==> src/rtl/sort_pkg.sv <==
// Shared definitions for the insertion sorter and its frame scheduler.
package sort_pkg;

    localparam int DEF_WID = 9;
    localparam int DEF_DEP = 11;

    typedef enum logic [2:0] {
        S_IDLE,
        S_CLEAR,
        S_FILL,
        S_SETTLE,
        S_HOLD
    } state_t;

    function automatic int clog2(input int v);
        int r;
        r = 0;
        for (int i = 0; i < 31; i++) begin
            if ((1 << i) < v) r = i + 1;
        end
        return r;
    endfunction

endpackage

==> src/rtl/sorter_scheduler_rr_arbiter.sv <==
// Combinational round-robin pick: first active request at or after ptr, wrapping modulo NREQ.
module rr_arbiter
    import sort_pkg::*;
#(
    parameter int NREQ = 4,
    parameter int IW   = 2
) (
    input  logic [NREQ-1:0] req,
    input  logic [IW-1:0]   ptr,
    output logic [NREQ-1:0] gnt,
    output logic [IW-1:0]   idx,
    output logic            any
);

    logic [IW:0] cand;

    always_comb begin
        gnt  = '0;
        idx  = '0;
        any  = 1'b0;
        cand = '0;
        for (int i = 0; i < NREQ; i++) begin
            cand = (IW+1)'(ptr) + (IW+1)'(i);
            if (cand >= (IW+1)'(NREQ)) cand = cand - (IW+1)'(NREQ);
            if (!any && req[cand[IW-1:0]]) begin
                any = 1'b1;
                idx = cand[IW-1:0];
            end
        end
        if (any) gnt[idx] = 1'b1;
    end

endmodule

==> src/rtl/sorter_scheduler.sv <==
// Time-shares one insertion sorter between NREQ frame requesters and holds each sorted result
// until the consumer acknowledges it.
//
// state    | meaning
// S_IDLE   | arbitrate among REQ, register one-hot GNT
// S_CLEAR  | one-cycle SORT_RST pulse, push count and overflow cleared
// S_FILL   | forward granted samples until LAST or REQ drop
// S_SETTLE | down-count SETTLE cycles for the array to settle
// S_HOLD   | result stable on the sorter output until RES_ACK
module sorter_scheduler
    import sort_pkg::*;
#(
    parameter int WID    = DEF_WID,
    parameter int DEP    = DEF_DEP,
    parameter int NREQ   = 4,
    parameter int SETTLE = 2,
    localparam int IW    = (clog2(NREQ) < 1) ? 1 : clog2(NREQ)
) (
    input  logic                CLK,
    input  logic                RST,
    input  logic [NREQ-1:0]     REQ,
    input  logic [NREQ*WID-1:0] REQ_DIN,
    input  logic [NREQ-1:0]     REQ_VALID,
    input  logic [NREQ-1:0]     REQ_LAST,
    output logic [NREQ-1:0]     GNT,
    output logic                SORT_RST,
    output logic [WID-1:0]      SORT_DIN,
    output logic                SORT_VALID,
    input  logic [7:0]          SORT_NCELLS,
    output logic                RES_READY,
    output logic [IW-1:0]       RES_OWNER,
    output logic [7:0]          RES_COUNT,
    output logic                RES_ERR,
    input  logic                RES_ACK
);

    localparam logic [7:0] DEP8    = 8'(DEP);
    localparam logic [3:0] SETTLE4 = 4'(SETTLE);

    state_t          state, state_nxt;
    logic [IW-1:0]   gidx, ptr;
    logic [7:0]      count;
    logic            ovf;
    logic [3:0]      settle_cnt;
    logic [NREQ-1:0] arb_gnt;
    logic [IW-1:0]   arb_idx;
    logic            arb_any;
    logic            take, push, frame_end;
    logic            req_g, valid_g, last_g;
    logic [WID-1:0]  din_g;

    rr_arbiter #(.NREQ(NREQ), .IW(IW)) u_arb (
        .req (REQ),
        .ptr (ptr),
        .gnt (arb_gnt),
        .idx (arb_idx),
        .any (arb_any)
    );

    assign req_g   = REQ[gidx];
    assign valid_g = REQ_VALID[gidx];
    assign last_g  = REQ_LAST[gidx];
    assign din_g   = REQ_DIN[gidx*WID +: WID];

    function automatic logic [IW-1:0] wrap_inc(input logic [IW-1:0] g);
        return (g == IW'(NREQ - 1)) ? '0 : g + 1'b1;
    endfunction

    always_ff @(posedge CLK or negedge RST) begin
        if (!RST) state <= S_IDLE;
        else      state <= state_nxt;
    end

    always_comb begin
        state_nxt = state;
        take      = 1'b0;
        push      = 1'b0;
        frame_end = 1'b0;
        case (state)
            S_IDLE:   if (arb_any) state_nxt = S_CLEAR;
            S_CLEAR:  state_nxt = S_FILL;
            S_FILL: begin
                // A REQ drop ends the frame without taking a coincident sample.
                if (!req_g) begin
                    frame_end = 1'b1;
                end else if (valid_g) begin
                    take      = 1'b1;
                    push      = (count < DEP8);
                    frame_end = last_g;
                end
                if (frame_end) state_nxt = (count != 8'd0 || push) ? S_SETTLE : S_IDLE;
            end
            S_SETTLE: if (settle_cnt == 4'd0) state_nxt = S_HOLD;
            S_HOLD:   if (RES_ACK) state_nxt = S_IDLE;
            default:  state_nxt = S_IDLE;
        endcase
    end

    always_ff @(posedge CLK or negedge RST) begin
        if (!RST) begin
            GNT        <= '0;
            gidx       <= '0;
            ptr        <= '0;
            count      <= '0;
            ovf        <= 1'b0;
            settle_cnt <= '0;
            SORT_RST   <= 1'b0;
            SORT_DIN   <= '0;
            SORT_VALID <= 1'b0;
            RES_READY  <= 1'b0;
            RES_OWNER  <= '0;
            RES_COUNT  <= '0;
            RES_ERR    <= 1'b0;
        end else begin
            SORT_RST   <= (state == S_IDLE) && arb_any;
            SORT_VALID <= push;
            if (push) begin
                SORT_DIN <= din_g;
                count    <= count + 8'd1;
            end
            if (take && !push) ovf <= 1'b1;
            case (state)
                S_IDLE: if (arb_any) begin
                    GNT  <= arb_gnt;
                    gidx <= arb_idx;
                end
                S_CLEAR: begin
                    count <= '0;
                    ovf   <= 1'b0;
                end
                S_FILL: if (frame_end) begin
                    GNT        <= '0;
                    settle_cnt <= SETTLE4;
                    if (state_nxt == S_IDLE) ptr <= wrap_inc(gidx);
                end
                S_SETTLE: begin
                    if (settle_cnt != 4'd0) begin
                        settle_cnt <= settle_cnt - 4'd1;
                    end else begin
                        RES_READY <= 1'b1;
                        RES_OWNER <= gidx;
                        RES_COUNT <= count;
                        RES_ERR   <= ovf || (SORT_NCELLS != count);
                    end
                end
                S_HOLD: if (RES_ACK) begin
                    RES_READY <= 1'b0;
                    ptr       <= wrap_inc(gidx);
                end
                default: ;
            endcase
        end
    end

endmodule

==> config.mk <==
export PLATFORM = sky130hd
export DESIGN_NAME = sorter_scheduler
export DESIGN_NICKNAME = d
export VERILOG_FILES = /design/src/rtl/sort_pkg.sv /design/src/rtl/sorter_scheduler_rr_arbiter.sv /design/src/rtl/sorter_scheduler.sv
export SDC_FILE = /design/constraint.sdc
export NUM_CORES = 1
export LEC_CHECK = 0
export BUFFER_PORTS_ARGS = -buffer_cell sky130_fd_sc_hd__buf_2
export CORE_ASPECT_RATIO = 1.75
export CORE_UTILIZATION = 40
export CTS_CLUSTER_DIAMETER = 100
export DETAILED_ROUTE_END_ITERATION = 8
export PLACE_DENSITY = 0.68
export SYNTH_ARGS = -nofsm -noshare
export SYNTH_HDL_FRONTEND = slang
export SYNTH_HIERARCHICAL = 1
export SYNTH_SLANG_ARGS = --single-unit
==> constraint.sdc <==
create_clock -name CLK -period 1.75 [get_ports CLK]
set_input_delay 0.175 -clock CLK [delete_from_list [all_inputs] [get_ports CLK]]
set_output_delay 0.175 -clock CLK [all_outputs]
set_load 0.005 [all_outputs]
# --- Yosys cells after proc, flatten, opt, wreduce, memory -nomap -nowiden ---
# Index checks and enable logic that the tools add are counted.
classes:
  n_addsub: 10
  n_mul: 1
  magnitude_cmp: 12
  n_eq_ne: 12
  shift: 1
  n_mux: 63
  n_bitwise: 1
  n_reduce_logical: 29
ops:
  columns: ["cell", "count"]
  rows:
  - ["$shiftx A36 B7 Y9", 1]
  - ["$mux W1", 27]
  - ["$mux W2", 13]
  - ["$lt A2 B3 Y1 const B", 6]
  - ["$mux W4", 4]
  - ["$mux W8", 2]
  - ["$pmux W4 S2", 2]
  - ["$pmux W3 S5", 1]
  - ["$bmux W1 S2", 7]
  - ["$mux W3", 4]
  - ["$ne A2 B2 Y1 const B", 6]
  - ["$reduce_bool A2 Y1", 6]
  - ["$ge A3 B3 Y1 const B", 3]
  - ["$reduce_and A3 Y1", 3]
  - ["$add A8 B1 Y8 const B", 1]
  - ["$lt A8 B4 Y1 const B", 1]
  - ["$ne A8 B8 Y1", 1]
  - ["$reduce_bool A8 Y1", 1]
  - ["$sub A2 B1 Y2 const B", 4]
  - ["$add A2 B2 Y3 const B", 2]
  - ["$eq A3 B2 Y1 const B", 2]
  - ["$logic_and A1 B1 Y1", 6]
  - ["$logic_not A3 Y1", 2]
  - ["$mul A2 B4 Y6 const B", 1]
  - ["18 further kinds", 23]
totals:
  register_bits: 47
  input_bits: 59

# --- Depth between registers and ports, before layout ---
logic_depth:
  depth_word: 20
  ltp_mapped: 8

# --- Hierarchy ---
# The synthesis kept the hierarchy.
modules_own_cells:
  columns: ["module", "n_inst", "cells_per_inst", "area_per_inst_um2"]
  rows:
  - ["sorter_scheduler", 1, 200, 2381.0]
  - ["rr_arbiter", 1, 33, 211.5]

# --- Least setup slack after synthesis ---
# No wires, ideal clock.
synth_path:
  kind: "flip-flop to flip-flop"
  startpoint: "register settle_cnt[0]"
  endpoint: "register RES_COUNT[7]"
  arrival_ns: 1.760
  required_ns: 1.625
  path_slack_ns: -0.134
  path_stages_with_launch: 8
  path_buffers: 1
  synth_period_minus_slack_ns: 1.884
  cell_sequence: "dfrtp_1 inv_1 ha_1 or3b_2 nor2_1 nand2_2 buf_2 mux2_2"
synth_between:
  elab_chain_len: 3
synth_lines:
  columns: ["element", "line", "text"]
  rows:
  - ["start, declared", "sorter_scheduler.sv:44", "logic [3:0] settle_cnt;"]
  - ["start signal, assigned", "sorter_scheduler.sv:138", "settle_cnt <= settle_cnt - 4'd1;"]
  - ["$reduce_bool A4 Y1", "sorter_scheduler.sv:137", "if (settle_cnt != 4'd0) begin"]
  - ["$not A1 Y1 (no line)", null, null]
  - ["$reduce_and A2 Y1 (no line)", null, null]
  - ["end signal, assigned", "sorter_scheduler.sv:142", "RES_COUNT <= count;"]
  - ["end, declared", "sorter_scheduler.sv:32", "output logic [7:0] RES_COUNT,"]
# No other way between the ends.
# A chain may end at the register's enable or synchronous reset.

# --- Final worst setup path ---
layout_path:
  startpoint: "register gidx[0]"
  endpoint: "register count[3]"
layout_between:
  elab_chain_len: 7
  elab_cells_between_ends: 9
  classes_between: "mux (8); reduce/logical (1)"
layout_lines:
  columns: ["element", "line", "text"]
  rows:
  - ["start, declared", "sorter_scheduler.sv:41", "logic [IW-1:0] gidx, ptr;"]
  - ["start signal, assigned", "sorter_scheduler.sv:125", "gidx <= arb_idx;"]
  - ["$bmux W1 S2", "sorter_scheduler.sv:61", "assign valid_g = REQ_VALID[gidx];"]
  - ["$mux W1 (implied by the code)", "sorter_scheduler.sv:61", null]
  - ["$mux W1", "sorter_scheduler.sv:86", "end else if (valid_g) begin"]
  - ["$mux W1 *", "sorter_scheduler.sv:84", "if (!req_g) begin"]
  - ["$mux W1 * (2 in series)", "sorter_scheduler.sv:79", "case (state)"]
  - ["$reduce_bool A2 Y1 (no line) *", null, null]
  - ["end signal, assigned", "sorter_scheduler.sv:119", "count <= count + 8'd1;"]
  - ["end, declared", "sorter_scheduler.sv:42", "logic [7:0] count;"]
# Every way passes the cells marked *; elsewhere a longest branch is shown, timed or not. The select of a mux whose other input is x is not followed.

==> run metrics <==
Initial DRC Count 97; antenna-violating nets left 0; Clock Pin Slew Worst Setup and Hold Paths 0.08 ns; setup violators final 3; Synth Area in Adders 2.41%; post-DP HPWL 4.89 mm; Final WS setup -0.0378 ns; maximum vdd drop 0.570 mV; fmax 559 MHz; # clock sinks 47; num ports 86; Mapped Avg Cell Area 11.1 um^2; RD Place Congestion 0.772; All-Layer GR Usage 19.9%; Post-Syn Area 0.00259 mm^2; DRC violation count after routing 0; status finished with violations; MaxCap Viol Count 0; setup TNS -0.0519 ns; Post-Synth XOR/XNOR Area 4.05%; Crit path largest cell delay 0.59 ns; DR pass1 iterations 4; area of the core 0.00623 mm^2; H-tree depth 2; type of the most critical hold path in -> reg; Cell Rows 38; most used flip-flop cell after synthesis dfrtp_1; pin slew with the least headroom to its limit 0.538 ns; Compound-Gate Fraction of Synth Area 9.99%; CTS tree yes; DP Worst Slack -0.326 ns; Ys Warns 6; number of synthesized flops with an enable pin 0; Netlist cell types 45; Initial Utilization 41.6%; worst skew pair latency 0.31 ns; Pwr Total 5120 uW; Min Clock Period, post-route 1.79 ns; Layout area overhead 37.3%; sequential share of power 33.0%; delay-heaviest family, CP multiplexers; Clock Path Buffers 2; first-pass GRT wire length 10.5 mm; kind of critical path reg -> reg; ant diodes 0; remaining global-route overflow 0; Clock Power Share 15.3%; number of synthesized register bits 47; slew margin rel. 64.1%; fin. max-slew vios 0; mux cell area share after synthesis 19.9%; Final Net Count 416; worst-path cell chain mux4_2 -> nand3_4 -> nor2_4 -> buf_12 -> buf_4 -> a41oi_2 -> nor2_1; final hold violation count 0; placed cell area 0.00330 mm^2; root buf cell clkbuf_8; syn nets 297; total CTS buffers 5; RSZ-0062 raised after global routing yes; initial antenna violation count 0; vias post-DR 2,235; Post-Synth Simple-Gate Area 13.6%; Comb power frac 51.8%; NetSw 1880 uW; non-filler instance count after layout 432; Critical Path End Type flop; CP bufs+invs 2; layout cells sized above 1 51.4%; Worst EP required 1.95 ns; IO buf count 85; P_leak 0.00176 uW; CP arrival 1.99 ns; placed cells 419; pin count of the biggest net entering global routing 26; Fillers 556; WL/cell 14.9 um; P_int 3240 uW; Slowest cell on crit path mux4_2; DIE AREA 0.00682 mm^2; Critical Path Start Type flop; height of the die 109 um; largest family of logic cells by synthesized area multiplexers; failing checks setup timing; vias in the first global route 2,365; drt via density 5.17; Die X 62.9 um; post-route cell area 0.00356 mm^2; sequential share of the synthesized area 45.4%; final wirelength 6.44 mm; PwrDens 1440 mW/mm^2; sw frac 36.7%; Post-synth ARST share 100%; period utilization 102%; Syn Inst Count 233; CP max FO 12; clk_skew 0.00816 ns
==> area by class of cell <==
| type | instances | area (um^2) | area share, % |
|---|---|---|---|
| flip-flops and latches | 47 | 1180 | 33.1 |
| clock buffers | 6 | 72.6 | 2.04 |
| inverters | 11 | 41.3 | 1.16 |
| well taps | 80 | 100 | 2.81 |
| repair buffers | 122 | 734 | 20.6 |
| multi-input cells | 165 | 1400 | 39.4 |
| clock inverters | 1 | 30.0 | 0.844 |
==> synthesized netlist by cell type, drive strengths merged, types with 2 or more instances <==
cell    instances  area share, %
a21oi          11            2.1
a41oi           2           0.68
buf             9            2.7
clkbuf          2           0.34
dfrtp          47             45
ha              5            2.4
inv            10            1.4
mux2           19            9.1
mux4           12             10
nand2          26            3.9
nand2b          4           0.97
nand3           7            1.5
nor2           20            3.0
nor2b           4           0.97
nor3            3           0.58
nor3b           2           0.58
nor4            3           0.72
o21ai          16            3.1
o221a           2           0.87
xnor2           9            3.0
xor2            3            1.0
==> worst reg2reg max path: cells and delay by family (launching register included) <==
kind / cells / cell delay, ns
compound gates: 1 / 0.18
buf+inv: 2 / 0.30
flops: 1 / 0.41
mux: 1 / 0.59
simple gates: 3 / 0.21
==> worst paths after layout <==
kind                                          start                  endpoint  slack [ns]  cells past startpoint
max                             gidx[0]$_DFFE_PN0P_      count[3]$_DFFE_PN0P_       -0.04                      7
min                                         RES_ACK        state[2]$_DFF_PN0_        0.08                      2
max reg2reg                     gidx[0]$_DFFE_PN0P_      count[3]$_DFFE_PN0P_       -0.04                      7
min reg2reg                RES_COUNT[0]$_DFFE_PN0P_  RES_COUNT[0]$_DFFE_PN0P_        0.49                      2
max in group asynchronous                       RST   SORT_DIN[6]$_DFFE_PN0P_        0.86                      3
min in group asynchronous                       RST        ptr[1]$_DFFE_PN0P_        0.38                      2
==> flip-flops by register name, summed over array words and instances (netlist names) <==
| register | cells |
|---|---|
| SORT_DIN | 9 |
| RES_ERR | 1 |
| RES_READY | 1 |
| SORT_RST | 1 |
| RES_COUNT | 8 |
| count | 8 |
| SORT_VALID | 1 |
| RES_OWNER | 2 |
| ptr | 2 |
| state | 3 |
| settle_cnt | 4 |
| gidx | 2 |
| ovf | 1 |
| GNT | 4 |
==> placed cells by master (no fill, tap or decap), types with 2 or more instances in the layout <==
cell,instances
mux2_4,8
xnor2_1,9
ha_1,4
nor2_1,17
dfrtp_1,46
buf_12,2
nand3_1,5
nand2b_1,4
buf_2,85
clkbuf_8,5
nor3_1,3
mux2_2,11
inv_2,2
nor2b_1,4
mux4_2,12
o21ai_1,5
nor3b_1,2
inv_1,8
buf_4,33
o21ai_0,11
xor2_1,3
nor2_4,2
nand2_4,2
o221a_2,2
a21oi_1,9
nand2_1,24
==> repair_timing <==
action	4_1_cts	5_1_grt
hold endpoints to repair	22	0
hold buffers	1	0
cloned	0	1
pin swaps	2	3
buffers inserted	2	3
resized for setup	12	15
setup endpoints to repair	32	31
==> kinds of logic (layout without fill, tap and decap cells) <==
family / count (synthesis) / in the layout
AOI/OAI and AO/OA: 41 / 41
xor gates and xnor gates: 12 / 12
adders and majority gates: 5 / 5
buffers and inverters: 22 / 140
DFF: 47 / 47
muxes: 32 / 32
and+or+nand+nor: 74 / 75
==> per-stage QoR <==
step	hold slack, ns	utilization, %
after floorplan	-0.121	-
after global placement	0.188	52.9
after detailed placement	0.197	52.9
after CTS	0.0698	56.2
after global routing	0.0727	57.2
final	0.0776	57.2
==> power by group through the flow <==
stage / registers [uW] / logic (uW) / clock network, uW
final: 1690 / 2650 / 782
after global routing: 1740 / 2910 / 849
after CTS: 1680 / 2570 / 800
after detailed placement: 1700 / 2390 / 0
after global placement: 1690 / 2330 / 0
after floorplan: 1680 / 1540 / 0
==> routing by layer <==
layer  share of wire (%)  global-route usage, %  wire length, um
met2                  56                   37.0             3580
met5                   0                      0                0
met1                  39                   21.7             2510
met4                 1.8                   9.30              114
met3                 3.6                   3.06              233
No activity file was read; power rests on OpenSTA's default activity.
